**src/rtl/clk_div_pkg.sv**
```systemverilog
// Shared types and constants for the run/stop clock divider.
// The FSM encoding and the standard half-period presets live here.
package clk_div_pkg;

    localparam int DEF_CNT_W = 19;

    // Half-period minus one, counted in 50 MHz cycles.
    localparam int          DEF_HALF_100HZ = 249999;
    localparam logic [24:0] DEF_HALF_1HZ   = 25'd24999999;

    typedef enum logic [1:0] {
        IDLE     = 2'd0,
        RUN      = 2'd1,
        STOPPING = 2'd2
    } state_e;

    function automatic logic is_busy(input state_e s);
        return s != IDLE;
    endfunction

endpackage

```
**src/rtl/clk_div_ctrl_if.sv**
```systemverilog
// Configuration handshake between the register block (master) and the
// divider controller (slave): half-period offer, ready, and error pulse.
interface clk_div_ctrl_if
    import clk_div_pkg::*;
#(
    parameter int CNT_W = DEF_CNT_W
);

    logic             cfg_valid;
    logic [CNT_W-1:0] cfg_half;
    logic             cfg_ready;
    logic             cfg_err;

    modport master (
        output cfg_valid,
        output cfg_half,
        input  cfg_ready,
        input  cfg_err
    );

    modport slave (
        input  cfg_valid,
        input  cfg_half,
        output cfg_ready,
        output cfg_err
    );

endinterface

```
**src/rtl/clk_div_core.sv**
```systemverilog
// Half-period counter with registered toggle output and rising-edge tick.
// restart forces the idle condition; fall flags the wrap that ends a period.
module clk_div_core
    import clk_div_pkg::*;
#(
    parameter int CNT_W = DEF_CNT_W
) (
    input  logic             clk_MHz,
    input  logic             reset_n,
    input  logic             en,
    input  logic             restart,
    input  logic [CNT_W-1:0] half,
    output logic             clk_out,
    output logic             tick,
    output logic             fall
);

    logic [CNT_W-1:0] cnt;
    logic             wrap;

    // half only changes while cnt is 0, so equality is a safe terminal test.
    assign wrap = en && (cnt == half);
    assign fall = wrap && clk_out;

    // NOTE: every sequential update uses <= so all flops sample pre-edge values.
    always_ff @(posedge clk_MHz or negedge reset_n) begin
        if (!reset_n) begin
            cnt     <= '0;
            clk_out <= 1'b0;
            tick    <= 1'b0;
        end else if (restart) begin
            cnt     <= '0;
            clk_out <= 1'b0;
            tick    <= 1'b0;
        end else begin
            tick <= wrap && !clk_out;
            if (wrap) begin
                cnt     <= '0;
                clk_out <= ~clk_out;
            end else if (en) begin
                cnt <= cnt + 1'b1;
            end
        end
    end

endmodule

```
**src/rtl/clk_div_ctrl.sv**
```systemverilog
// Run/stop controller for the programmable divider: start/stop FSM plus a
// one-deep pending half-period that only takes effect at a period boundary.
module clk_div_ctrl
    import clk_div_pkg::*;
#(
    parameter int CNT_W    = DEF_CNT_W,
    parameter int DEF_HALF = DEF_HALF_100HZ,
    parameter int MIN_HALF = 1
) (
    input  logic           clk_MHz,
    input  logic           reset_n,
    input  logic           start,
    input  logic           stop,
    clk_div_ctrl_if.slave  cfg,
    output logic           clk_out,
    output logic           tick,
    output logic           busy
);

    localparam logic [CNT_W-1:0] DEF_HALF_W = CNT_W'(DEF_HALF);
    localparam logic [CNT_W-1:0] MIN_HALF_W = CNT_W'(MIN_HALF);

    state_e           state, state_next;
    logic [CNT_W-1:0] active_half, active_next;
    logic [CNT_W-1:0] pending, pending_next;
    logic             pending_vld, pending_vld_next;
    logic             cfg_ready_q, cfg_err_q;
    logic             xfer, legal;
    logic             core_fall, core_restart;

    assign xfer          = cfg.cfg_valid && cfg_ready_q;
    assign legal         = cfg.cfg_half >= MIN_HALF_W;
    assign cfg.cfg_ready = cfg_ready_q;
    assign cfg.cfg_err   = cfg_err_q;

    // NOTE: each always_comb output gets a default first, so no path infers a latch.
    always_comb begin
        state_next = state;
        unique case (state)
            IDLE:     if (start && !stop) state_next = RUN;
            RUN:      if (stop) state_next = (!clk_out || core_fall) ? IDLE : STOPPING;
            STOPPING: if (core_fall) state_next = IDLE;
            default:  state_next = IDLE;
        endcase
    end

    assign core_restart = (state_next == IDLE);

    // A pending value lands on the 1->0 wrap, or whenever a run ends.
    always_comb begin
        active_next      = active_half;
        pending_next     = pending;
        pending_vld_next = pending_vld;
        if (is_busy(state) && pending_vld && (core_fall || state_next == IDLE)) begin
            active_next      = pending;
            pending_vld_next = 1'b0;
        end
        if (xfer && legal) begin
            if (state == IDLE || state_next == IDLE) begin
                active_next = cfg.cfg_half;
            end else begin
                pending_next     = cfg.cfg_half;
                pending_vld_next = 1'b1;
            end
        end
    end

    always_ff @(posedge clk_MHz or negedge reset_n) begin
        if (!reset_n) begin
            state       <= IDLE;
            active_half <= DEF_HALF_W;
            pending     <= '0;
            pending_vld <= 1'b0;
            cfg_ready_q <= 1'b1;
            cfg_err_q   <= 1'b0;
            busy        <= 1'b0;
        end else begin
            state       <= state_next;
            active_half <= active_next;
            pending     <= pending_next;
            pending_vld <= pending_vld_next;
            cfg_ready_q <= (state_next == IDLE) || !pending_vld_next;
            cfg_err_q   <= xfer && !legal;
            busy        <= is_busy(state_next);
        end
    end

    clk_div_core #(
        .CNT_W (CNT_W)
    ) u_core (
        .clk_MHz (clk_MHz),
        .reset_n (reset_n),
        .en      (is_busy(state)),
        .restart (core_restart),
        .half    (active_half),
        .clk_out (clk_out),
        .tick    (tick),
        .fall    (core_fall)
    );

endmodule

```
**src/flat_wrapper.sv**
```systemverilog
// flat-port wrapper written by rule: the top's interface ports become plain ports
module clk_div_ctrl_flat import clk_div_pkg::*;
#(
    parameter int CNT_W    = DEF_CNT_W,
    parameter int DEF_HALF = DEF_HALF_100HZ,
    parameter int MIN_HALF = 1
)
  (clk_MHz, reset_n, start, stop, clk_out, tick, busy, cfg_cfg_valid, cfg_cfg_half, cfg_cfg_ready, cfg_cfg_err);
  clk_div_ctrl_if #(.CNT_W(CNT_W)) cfg_i ();
  input  logic clk_MHz;
  input  logic reset_n;
  input  logic start;
  input  logic stop;
  output logic clk_out;
  output logic tick;
  output logic busy;
  input wire logic [$bits(cfg_i.cfg_valid)-1:0] cfg_cfg_valid;
  input wire logic [$bits(cfg_i.cfg_half)-1:0] cfg_cfg_half;
  output wire logic [$bits(cfg_i.cfg_ready)-1:0] cfg_cfg_ready;
  output wire logic [$bits(cfg_i.cfg_err)-1:0] cfg_cfg_err;
  assign cfg_i.cfg_valid = cfg_cfg_valid;
  assign cfg_i.cfg_half = cfg_cfg_half;
  assign cfg_cfg_ready = cfg_i.cfg_ready;
  assign cfg_cfg_err = cfg_i.cfg_err;
  clk_div_ctrl #(.CNT_W(CNT_W), .DEF_HALF(DEF_HALF), .MIN_HALF(MIN_HALF)) u_core (.clk_MHz(clk_MHz), .reset_n(reset_n), .start(start), .stop(stop), .cfg(cfg_i), .clk_out(clk_out), .tick(tick), .busy(busy));
endmodule
```
**config.mk**
```make
export PLATFORM = sky130hd
export DESIGN_NAME = clk_div_ctrl_flat
export DESIGN_NICKNAME = d
export VERILOG_FILES = /design/src/rtl/clk_div_pkg.sv /design/src/rtl/clk_div_ctrl_if.sv /design/src/rtl/clk_div_core.sv /design/src/rtl/clk_div_ctrl.sv /design/src/flat_wrapper.sv
export SDC_FILE = /design/constraint.sdc
export NUM_CORES = 1
export LEC_CHECK = 0
export ABC_AREA = 0
export CORE_ASPECT_RATIO = 0.7
export CORE_UTILIZATION = 25
export CTS_CLUSTER_SIZE = 14
export DETAILED_ROUTE_END_ITERATION = 8
export GPL_TIMING_DRIVEN = 0
export PLACE_DENSITY_LB_ADDON = 0.05
export SKIP_CTS_REPAIR_TIMING = 1
export SLEW_MARGIN = 30
export SYNTH_ARGS = -nofsm -noshare
export SYNTH_HDL_FRONTEND = slang
export SYNTH_SLANG_ARGS = --single-unit
```
**constraint.sdc**
```tcl
create_clock -name clk_MHz -period 5.4 [get_ports clk_MHz]
set_input_delay 0.81 -clock clk_MHz [delete_from_list [all_inputs] [get_ports clk_MHz]]
set_output_delay 0.81 -clock clk_MHz [all_outputs]
set_load 0.01 [all_outputs]
```
### Word-level counts from Yosys, hierarchy flattened

Index checks and enable logic that the tools add are counted.

* logic and storage cells: 58
* bits in registers: 65
* output and inout port bits: 5

* add/subtract/negate cells: 1
* reduce and logical (&&, ||, !) cells: 24
* equality and inequality tests: 3
* bitwise operators: 2
* multiplexer cells: 17
* order comparisons: 1

Operators by type and width (count)
* 19-bit 2-to-1 mux: 6
* 19-bit by 1-bit adder with 19-bit output, second input constant: 1
* 19-bit == test: 1
* 19-bit by 1-bit >= comparator with 1-bit output, second input constant: 1
* 1-bit logical AND: 9
* 2-bit 2-to-1 mux: 4
* 1-bit 2-to-1 mux: 6
* 2-bit case mux with 3 select lines: 1
* 2-bit nonzero test: 3
* 1-bit logical NOT: 4
* 2-bit logical NOT: 2
* 1-bit logical OR: 4
* 3-bit nonzero test: 1
* 2-bit by 1-bit == test with 1-bit output, second input constant: 1
* 2-bit == test, second input constant: 1
* 1-bit inverter: 2
* 2-bit AND reduction: 1

### Logic depth before layout (Yosys ltp)

* depth after elaboration: 15
* mapped depth: 8
* depth with buffers taken out: 6

### By module

From an unflattened synthesis, not the netlist that was laid out.

* cell total of the unflattened synthesis: 274
* area, all modules: 3344.5 um^2

Modules (own cells, without submodules)
* clk_div_ctrl: area an instance 2074.5 um^2, times used 1, sequential area each 1114.8 um^2, cells each 142
* clk_div_core: area an instance 1270.0 um^2, times used 1, sequential area each 525.5 um^2, cells each 132

### Worst setup path before layout

No wires, ideal clock.

* path type: input port to flip-flop
* from: input stop
* to: register u_core.active_half[10]
* path buffers: 1
* setup slack: 2.991 ns
* setup time: 0.125 ns
* cell stages on the path: 6
* data arrival time: 2.284 ns
* data required time: 5.275 ns
* cells stage by stage: a21o_1 > and3_1 > a31oi_4 > buf_2 > mux2_2 > mux2_4

* cells in the longest elaborated chain, start to end: 10

RTL lines
* start, declared: line flat_wrapper.sv:13 `input logic stop;`
* 1-bit logical NOT: line clk_div_ctrl.sv:40 `IDLE: if (start && !stop) state_next = RUN;`
* 1-bit logical AND: line clk_div_ctrl.sv:40
* 2-bit 2-to-1 mux: line clk_div_ctrl.sv:40
* 2-bit case mux with 3 select lines *: line clk_div_ctrl.sv:39 `unique case (state)`
* 2-bit logical NOT *: line clk_div_ctrl.sv:54, clk_div_ctrl.sv:59
* 1-bit logical OR: line clk_div_ctrl.sv:54 `if (is_busy(state) && pending_vld && (core_fall || state_next == IDLE)) begin`
* 1-bit logical AND: line clk_div_ctrl.sv:54
* 19-bit 2-to-1 mux: line clk_div_ctrl.sv:54
* 19-bit 2-to-1 mux: line clk_div_ctrl.sv:59 `if (state == IDLE || state_next == IDLE) begin`
* 19-bit 2-to-1 mux *: line clk_div_ctrl.sv:58 `if (xfer && legal) begin`
* net u_core.active_next[10]: line clk_div_ctrl.sv:24 `logic [CNT_W-1:0] active_half, active_next;`
* end signal, assigned: line clk_div_ctrl.sv:79 `active_half <= active_next;`
* end, declared: line clk_div_ctrl.sv:24

The timed path passes the listed nets; every way through them passes the cells marked *.
A chain may end at the register's enable or synchronous reset.

### Worst setup path after layout

* from: input cfg_cfg_half[4]
* to: register u_core.pending[16]

* cells in the longest elaborated chain, start to end: 3

RTL lines
* start, declared: line flat_wrapper.sv:18 `input wire logic [$bits(cfg_i.cfg_half)-1:0] cfg_cfg_half;`
* 19-bit by 1-bit >= comparator with 1-bit output: line clk_div_ctrl.sv:32 `assign legal = cfg.cfg_half >= MIN_HALF_W;`
* 1-bit logical AND: line clk_div_ctrl.sv:58
* 2-bit AND reduction (no source line)
* end signal, assigned: line clk_div_ctrl.sv:80 `pending <= pending_next;`
* end, declared: line clk_div_ctrl.sv:25 `logic [CNT_W-1:0] pending, pending_next;`

No other way between the ends.

==> impl_results.rst <==
.. list-table::
   :header-rows: 1

   * - Metric
     - Value
   * - Run status
     - finished, final reports clean
   * - Fraction of registers with async set/reset
     - 1.00
   * - Total power divided by cell area
     - 358 nW/um^2
   * - Commonest cells after routing, fill and taps aside
     - sky130_fd_sc_hd__dfrtp_1 (54), sky130_fd_sc_hd__mux2_2 (45), sky130_fd_sc_hd__xnor2_1 (32)
   * - Relative slew margins
     - 0.562
   * - Final HPWL DP
     - slightly below 6 mm
   * - Largest net degree at the start of global routing
     - 44
   * - Clock-pin slew reported for the worst setup and hold paths after clock tree synthesis
     - 60 ps
   * - Clk network pwr share
     - 0.374
   * - Max-capacitance violation count
     - 0
   * - Max H-tree Level
     - 3
   * - Switching power
     - 0.384 mW
   * - Iteration count of the initial detailed-routing pass
     - 4
   * - Port Buffer Count
     - 28
   * - Count of final hold-check violations
     - 0
   * - Sequential fraction of design power
     - 0.446
   * - Initial antenna violation count
     - 0
   * - Total negative setup slack
     - 0 ps
   * - Final clock period utilization by the worst path
     - 0.594
   * - Count of placed standard cells in the final layout, fillers left out
     - 479
   * - DR DRC count
     - 0
   * - Most used flip-flop cell after synthesis
     - sky130_fd_sc_hd__dfrtp_1
   * - DRC marker count from the first detailed-route iteration
     - 98
   * - Vias after detailed routing
     - 2061
   * - TritonCTS Buffers
     - 9
   * - Fmax
     - 312 MHz
   * - IR drop worst, VDD
     - 171 uV
   * - Unrepaired setup endpoints after global routing
     - false
   * - Cell Rows
     - 34
   * - #FFs+latches synth
     - between 60 and 70
   * - Post-DRT Antenna Nets
     - 0
   * - Core region area
     - about 13000 sq um
   * - Worst Setup Path Type
     - in2reg
   * - Most common cell after layout, fill and taps aside
     - sky130_fd_sc_hd__dfrtp_1
   * - Internal power
     - 1.08 mW
   * - Nets@finish
     - 337
   * - Width of the die
     - 139 microns
   * - Number of endpoints failing setup at the final stage
     - 0
   * - Startpoint type of the worst setup path
     - input port
   * - Number of antenna cells inserted
     - 0
   * - Clock tree from TritonCTS
     - yes
   * - Detail-routed net length per standard cell
     - 16.6 microns
   * - Initial Util
     - 0.260
   * - Cell count after placement
     - 463
   * - Via count of the first global-routing pass
     - between 2000 and 2500
   * - Full die area
     - 13600 sq um
   * - Worst Path Max Fanout
     - 10
   * - Worst min-delay path category
     - in2async
   * - Sinks on the clock net
     - 65
   * - Post-synthesis cell area
     - 3290 sq um
   * - CP Capture Type
     - flip-flop
   * - Final min period
     - 3210 ps
   * - Leftover overflow at the end of global routing
     - 0
   * - Synth cell types
     - 40
   * - I/O pin count
     - 29
   * - Clock insertion delay at the later pin of the skew report
     - about 330 ps
   * - Fill cell count
     - 1287
   * - Post-synthesis sequential area ratio
     - 0.498
   * - Post-synthesis area per instance
     - 12.1 sq um
   * - Syn. warnings
     - 0
   * - Drt total wl
     - 7.97 mm
   * - Area growth, synth to finish
     - 24.0%
   * - Number of enable-type register cells in the synthesized netlist
     - 0
   * - Vias per Instance
     - roughly 4.3
   * - Worst-margin pin slew
     - 651 ps
   * - Worst setup skew after layout
     - 7.58 ps
   * - Number of instances in the synthesized netlist
     - 272
   * - Required @ worst endpoint
     - 5620 ps
   * - Logic gate share of total power
     - 0.180
   * - Final count of pins violating max slew
     - 0
   * - Standby leakage power
     - 1.63 nW
   * - Post-synthesis net count
     - 297
   * - Root buffer cell
     - sky130_fd_sc_hd__clkbuf_16
   * - Vertical die dimension
     - 98.0 microns
   * - Clock Path Buffers
     - 2
   * - Share of cells above drive strength 1
     - 0.303
   * - Final GP Congestion
     - 0.719
   * - Global-route wire length before repair
     - 12.9 mm
   * - Arrival @ worst endpoint
     - roughly 3400 ps
   * - Fraction of power spent switching nets
     - 0.263
   * - GRT Util Overall
     - 0.130
==> worst paths after layout <==
check	startpoint	endpoint	slack, ps	depth (start not counted)
min in group clk_MHz	u_core.pending[11]	u_core.pending[11]	500	1
setup reg to reg	u_core.active_half[15]	u_core.u_core.cnt[5]	2800	7
max in group asynchronous	reset_n	u_core.active_half[0]	4410	2
setup / recovery	cfg_cfg_half[4]	u_core.pending[16]	2190	7
hold reg to reg	u_core.pending[11]	u_core.pending[11]	500	1
hold / removal	reset_n	u_core.u_core.cnt[15]	390	1
==> registers in the layout (all words and copies together) (netlist names) <==
register,cells
u_core.state,2
u_core.active_half,19
u_core.u_core.tick,1
u_core.cfg.cfg_ready,1
u_core.pending,19
u_core.cfg.cfg_err,1
u_core.pending_vld,1
u_core.u_core.cnt,19
u_core.u_core.clk_out,1
u_core.busy,1
==> cell families after synthesis <==
family          synth area share
simple gates               0.125
compound gates            0.0395
flops                      0.498
xor+xnor                   0.101
buf+inv                   0.0255
fa+ha+maj                0.00380
mux                        0.206
==> synthesized netlist by cell type (2+ instances only) <==
cell                       count  area [sq um]
sky130_fd_sc_hd__dfrtp_1      54          1350
sky130_fd_sc_hd__mux2_2       45           507
sky130_fd_sc_hd__xnor2_1      32           280
sky130_fd_sc_hd__nor2_1       27           101
sky130_fd_sc_hd__nand2_1      14          52.6
sky130_fd_sc_hd__dfstp_2      11           289
sky130_fd_sc_hd__mux2_4       10           150
sky130_fd_sc_hd__inv_1         8          30.0
sky130_fd_sc_hd__nand4_1       8          50.1
sky130_fd_sc_hd__nor3_1        8          40.0
sky130_fd_sc_hd__nand3_1       6          30.0
sky130_fd_sc_hd__xor2_1        6          52.6
sky130_fd_sc_hd__nor4_1        4          25.0
sky130_fd_sc_hd__and3_1        3          18.8
sky130_fd_sc_hd__buf_2         3          15.0
sky130_fd_sc_hd__o21ai_0       3          15.0
sky130_fd_sc_hd__clkbuf_1      2          7.51
sky130_fd_sc_hd__mux2_1        2          22.5
sky130_fd_sc_hd__o211ai_1      2          15.0
sky130_fd_sc_hd__o21a_1        2          15.0
sky130_fd_sc_hd__o21bai_1      2          15.0
sky130_fd_sc_hd__or3_1         2          12.5
==> worst max-delay path, cell delays in order <==
cell,delay [ps]
sky130_fd_sc_hd__clkdlybuf4s50_1,470
sky130_fd_sc_hd__nor4_1,620
sky130_fd_sc_hd__nand3_1,250
sky130_fd_sc_hd__o21bai_1,370
sky130_fd_sc_hd__o21bai_1,210
sky130_fd_sc_hd__buf_2,320
sky130_fd_sc_hd__mux2_2,370
==> stage by stage <==
stage	utilization	cell area (sq um)	total power [mW]	setup slack (ps)	hold slack, ps
final	0.323	4080	1.46	2190	392
after global routing	0.323	4080	1.54	2010	411
after detailed placement	0.301	3800	0.932	1760	489
after global placement	0.299	3770	0.924	977	486
after floorplan	-	3290	0.833	2990	472
after CTS	0.323	4080	1.49	2110	396
==> power groups by stage <==
| stage | sequential, mW | clock (mW) | combinational, mW |
|---|---|---|---|
| global placement | 0.661 | 0 | 0.263 |
| floorplan | 0.632 | 0 | 0.201 |
| finish | 0.652 | 0.547 | 0.263 |
| CTS | 0.654 | 0.571 | 0.270 |
| global route | 0.666 | 0.591 | 0.287 |
| detailed placement | 0.662 | 0 | 0.269 |
==> per-layer routing <==
layer	GRT usage	vias to the layer above	wire [microns]
met5	0	-	0
met4	0.0410	0	70
met3	0.0353	5	207
met2	0.177	25	3250
met1	0.194	996	4440
li1	-	1035	-
==> cell type report <==
class / count / area [sq um] / share of cell area
Sequential cell: 65 / 1640 / 0.402
Multi-Input combinational cell: 192 / 1570 / 0.384
Timing Repair Buffer: 29 / 305 / 0.0748
Clock buffer: 10 / 239 / 0.0586
Tap cell: 162 / 203 / 0.0497
Buffer: 7 / 53.8 / 0.0132
Clock inverter: 6 / 42.5 / 0.0104
Inverter: 8 / 30.0 / 0.00736
Note: power is estimated with default switching activity, not from simulation.
==> variant, RTL diff (config.mk and constraints unchanged) <==
The 3 states of `state_e` get a one-hot encoding in 3 bits.
--- a/src/rtl/clk_div_pkg.sv
+++ b/src/rtl/clk_div_pkg.sv
@@ -10,6 +10,6 @@
 
-    typedef enum logic [1:0] {
-        IDLE     = 2'd0,
-        RUN      = 2'd1,
-        STOPPING = 2'd2
+    typedef enum logic [2:0] {
+        IDLE     = 3'b001,
+        RUN      = 3'b010,
+        STOPPING = 3'b100
     } state_e;
Check against the original RTL: no difference found for any inputs over 10 cycles, from zero or initial values and one cycle with reset_n low; not proved beyond that.
==> variant against the original RTL <==
Worst setup slack better by 0.17 ns; count of clock-buffer cells in the layout is 2 higher; cell count is 5.2% higher; wire length is 8.4% higher; clock skew hardly changed; area after synthesis is 1.2% lower; clock power is 11% higher; sequential share of layout area is 0.87 points higher; critical path type unchanged; total power is 9.5% lower; critical path depth is 2 higher; global-route usage is 1.3 points higher; fmax is 5.7% higher; largest cell class unchanged; sequential cell count is 1 higher; critical endpoint is now u_core.active_half[13]; final area is 0.55% lower.
==> variant: results <==
[yosys]
synth_common_cells = dfrtp_1 (54), xor2_1 (30), nand2_1 (28)
synth.top_cells.by_area = dfrtp_1 (42%), dfstp_2 (9.7%), xor2_1 (8.1%)
postSynthNetCount = 322
synthArstFlopShare_pct = 100
synth_cell_type_count = 41
yosysSeqAreaShare_pct = 51.3
ys.flop_type = dfrtp_1
yosysWarnings = 0

[cells_and_area]
diodes = 0
reg.largest.list = u_core.active_half x19, u_core.pending x19, u_core.u_core.cnt x19
fillers = 1273
fin_nets = 362
drive_gt1_share_pct = 17.3

[placed_design]
place_hpwl_um = 6160
gp_congestion = 0.706
portBuffers = 28

[power]
static-leakage-power_uw = 0.00183
peakVddDrop_mv = 0.146

[global_routing]
grt_pass1_vias = 2342
grt_max_degree = 39
grt_use_total_pct = 14.3
antenna_found_initial = 0
grt_pass1_wl_um = 14100

[cts]
cts_buffers = 9
clock_path_buffers = 2
path_clk_slew_ns = 0.06

[worst_setup_path]
crit_arrival_ns = 3.23
crit_fanout = 10

[detailed_routing]
dr.max_layer_used = met4
wl_met3_um = 329
m1WireLength_um = 4750
via_per_inst = 4.59
wl_per_cell_um = 17.1
drtIter0Drc = 122
wl_met2_um = 3440

[timing]
skew_ns = 0.00766
maxSlewHeadroom_pct = 41.1

[status]
outcome = finished clean
variant: cell types whose count changed after synthesis, moves of 4 or more:
| cell | before | now |
|---|---|---|
| mux2_2 | 45 | 18 |
| mux2_4 | 10 | 1 |
| mux2i_1 | 0 | 19 |
| nand2_1 | 14 | 28 |
| nand4_1 | 8 | 3 |
| nor4_1 | 4 | 8 |
| o21ai_0 | 3 | 23 |
| xnor2_1 | 32 | 9 |
| xor2_1 | 6 | 30 |
variant: kinds of logic (layout without fill, tap and decap cells):
family	Yosys count	after routing	share of synthesized area, %
compound gates	39	39	7.85
simple gates	96	96	14.2
flops	66	66	51.3
buf+inv	18	63	3.19
mux	38	38	12.5
xor+xnor	39	39	10.5
fa+ha+maj	1	1	0.385
variant: worst paths after layout:
kind | end | cells after the start | slack, ns | startpoint
worst min register to register | u_core.pending[1] | 1 | 0.51 | u_core.pending[1]
worst max register to register | u_core.pending[10] | 9 | 2.68 | u_core.state[0]
worst min-delay path | u_core.state[1] | 1 | 0.46 | reset_n
max in group asynchronous | u_core.active_half[7] | 2 | 4.32 | reset_n
worst max-delay path | u_core.active_half[13] | 9 | 2.36 | cfg_cfg_half[0]
min in group clk_MHz | u_core.pending[1] | 1 | 0.51 | u_core.pending[1]
variant: metrics by stage:
step | util [%] | instances | worst slack, ns | area (um^2) | hold slack [ns]
global placement | 29.8 | 487 | 0.849 | 3730 | 0.492
CTS | 32.3 | 504 | 2.32 | 4060 | 0.480
detailed placement | 29.9 | 488 | 1.96 | 3750 | 0.495
global route | 32.3 | 504 | 2.06 | 4060 | 0.495
finish | 32.3 | 504 | 2.36 | 4060 | 0.455
floorplan | - | 297 | 3.14 | 3250 | 0.480
variant: cell type report:
| cell class | count | area (um^2) | share of cell area [%] |
|---|---|---|---|
| clock buffers | 12 | 256 | 6.32 |
| flip-flops and latches | 66 | 1670 | 41.1 |
| multi-input cells | 213 | 1480 | 36.5 |
| plain buffers | 13 | 85.1 | 2.10 |
| inverters | 5 | 18.8 | 0.463 |
| clock inverters | 4 | 50.0 | 1.23 |
| well taps | 162 | 203 | 5.00 |
| repair buffers | 29 | 298 | 7.34 |
variant: where the power goes:
group          internal (uW)  switching (uW)  total (uW)
logic                   68.6            65.1         134
clock network            382             224         606
registers                548            34.6         583
total                    999             324        1320
variant: per-layer routing:
layer  vias up  global-route usage [%]
li1       1127                       -
met1      1131                    21.7
met2        44                    18.5
met3        12                    3.84
met4         0                    5.62
met5         -                       0
variant: critical path: stages:
cell             delay [ns]
clkdlybuf4s50_1        0.47
nor4_1                 0.44
nand3_1                0.26
o21bai_1               0.34
o32ai_1                0.18
clkbuf_1               0.26
buf_2                  0.28
nand2_1                0.09
o21ai_0                0.08
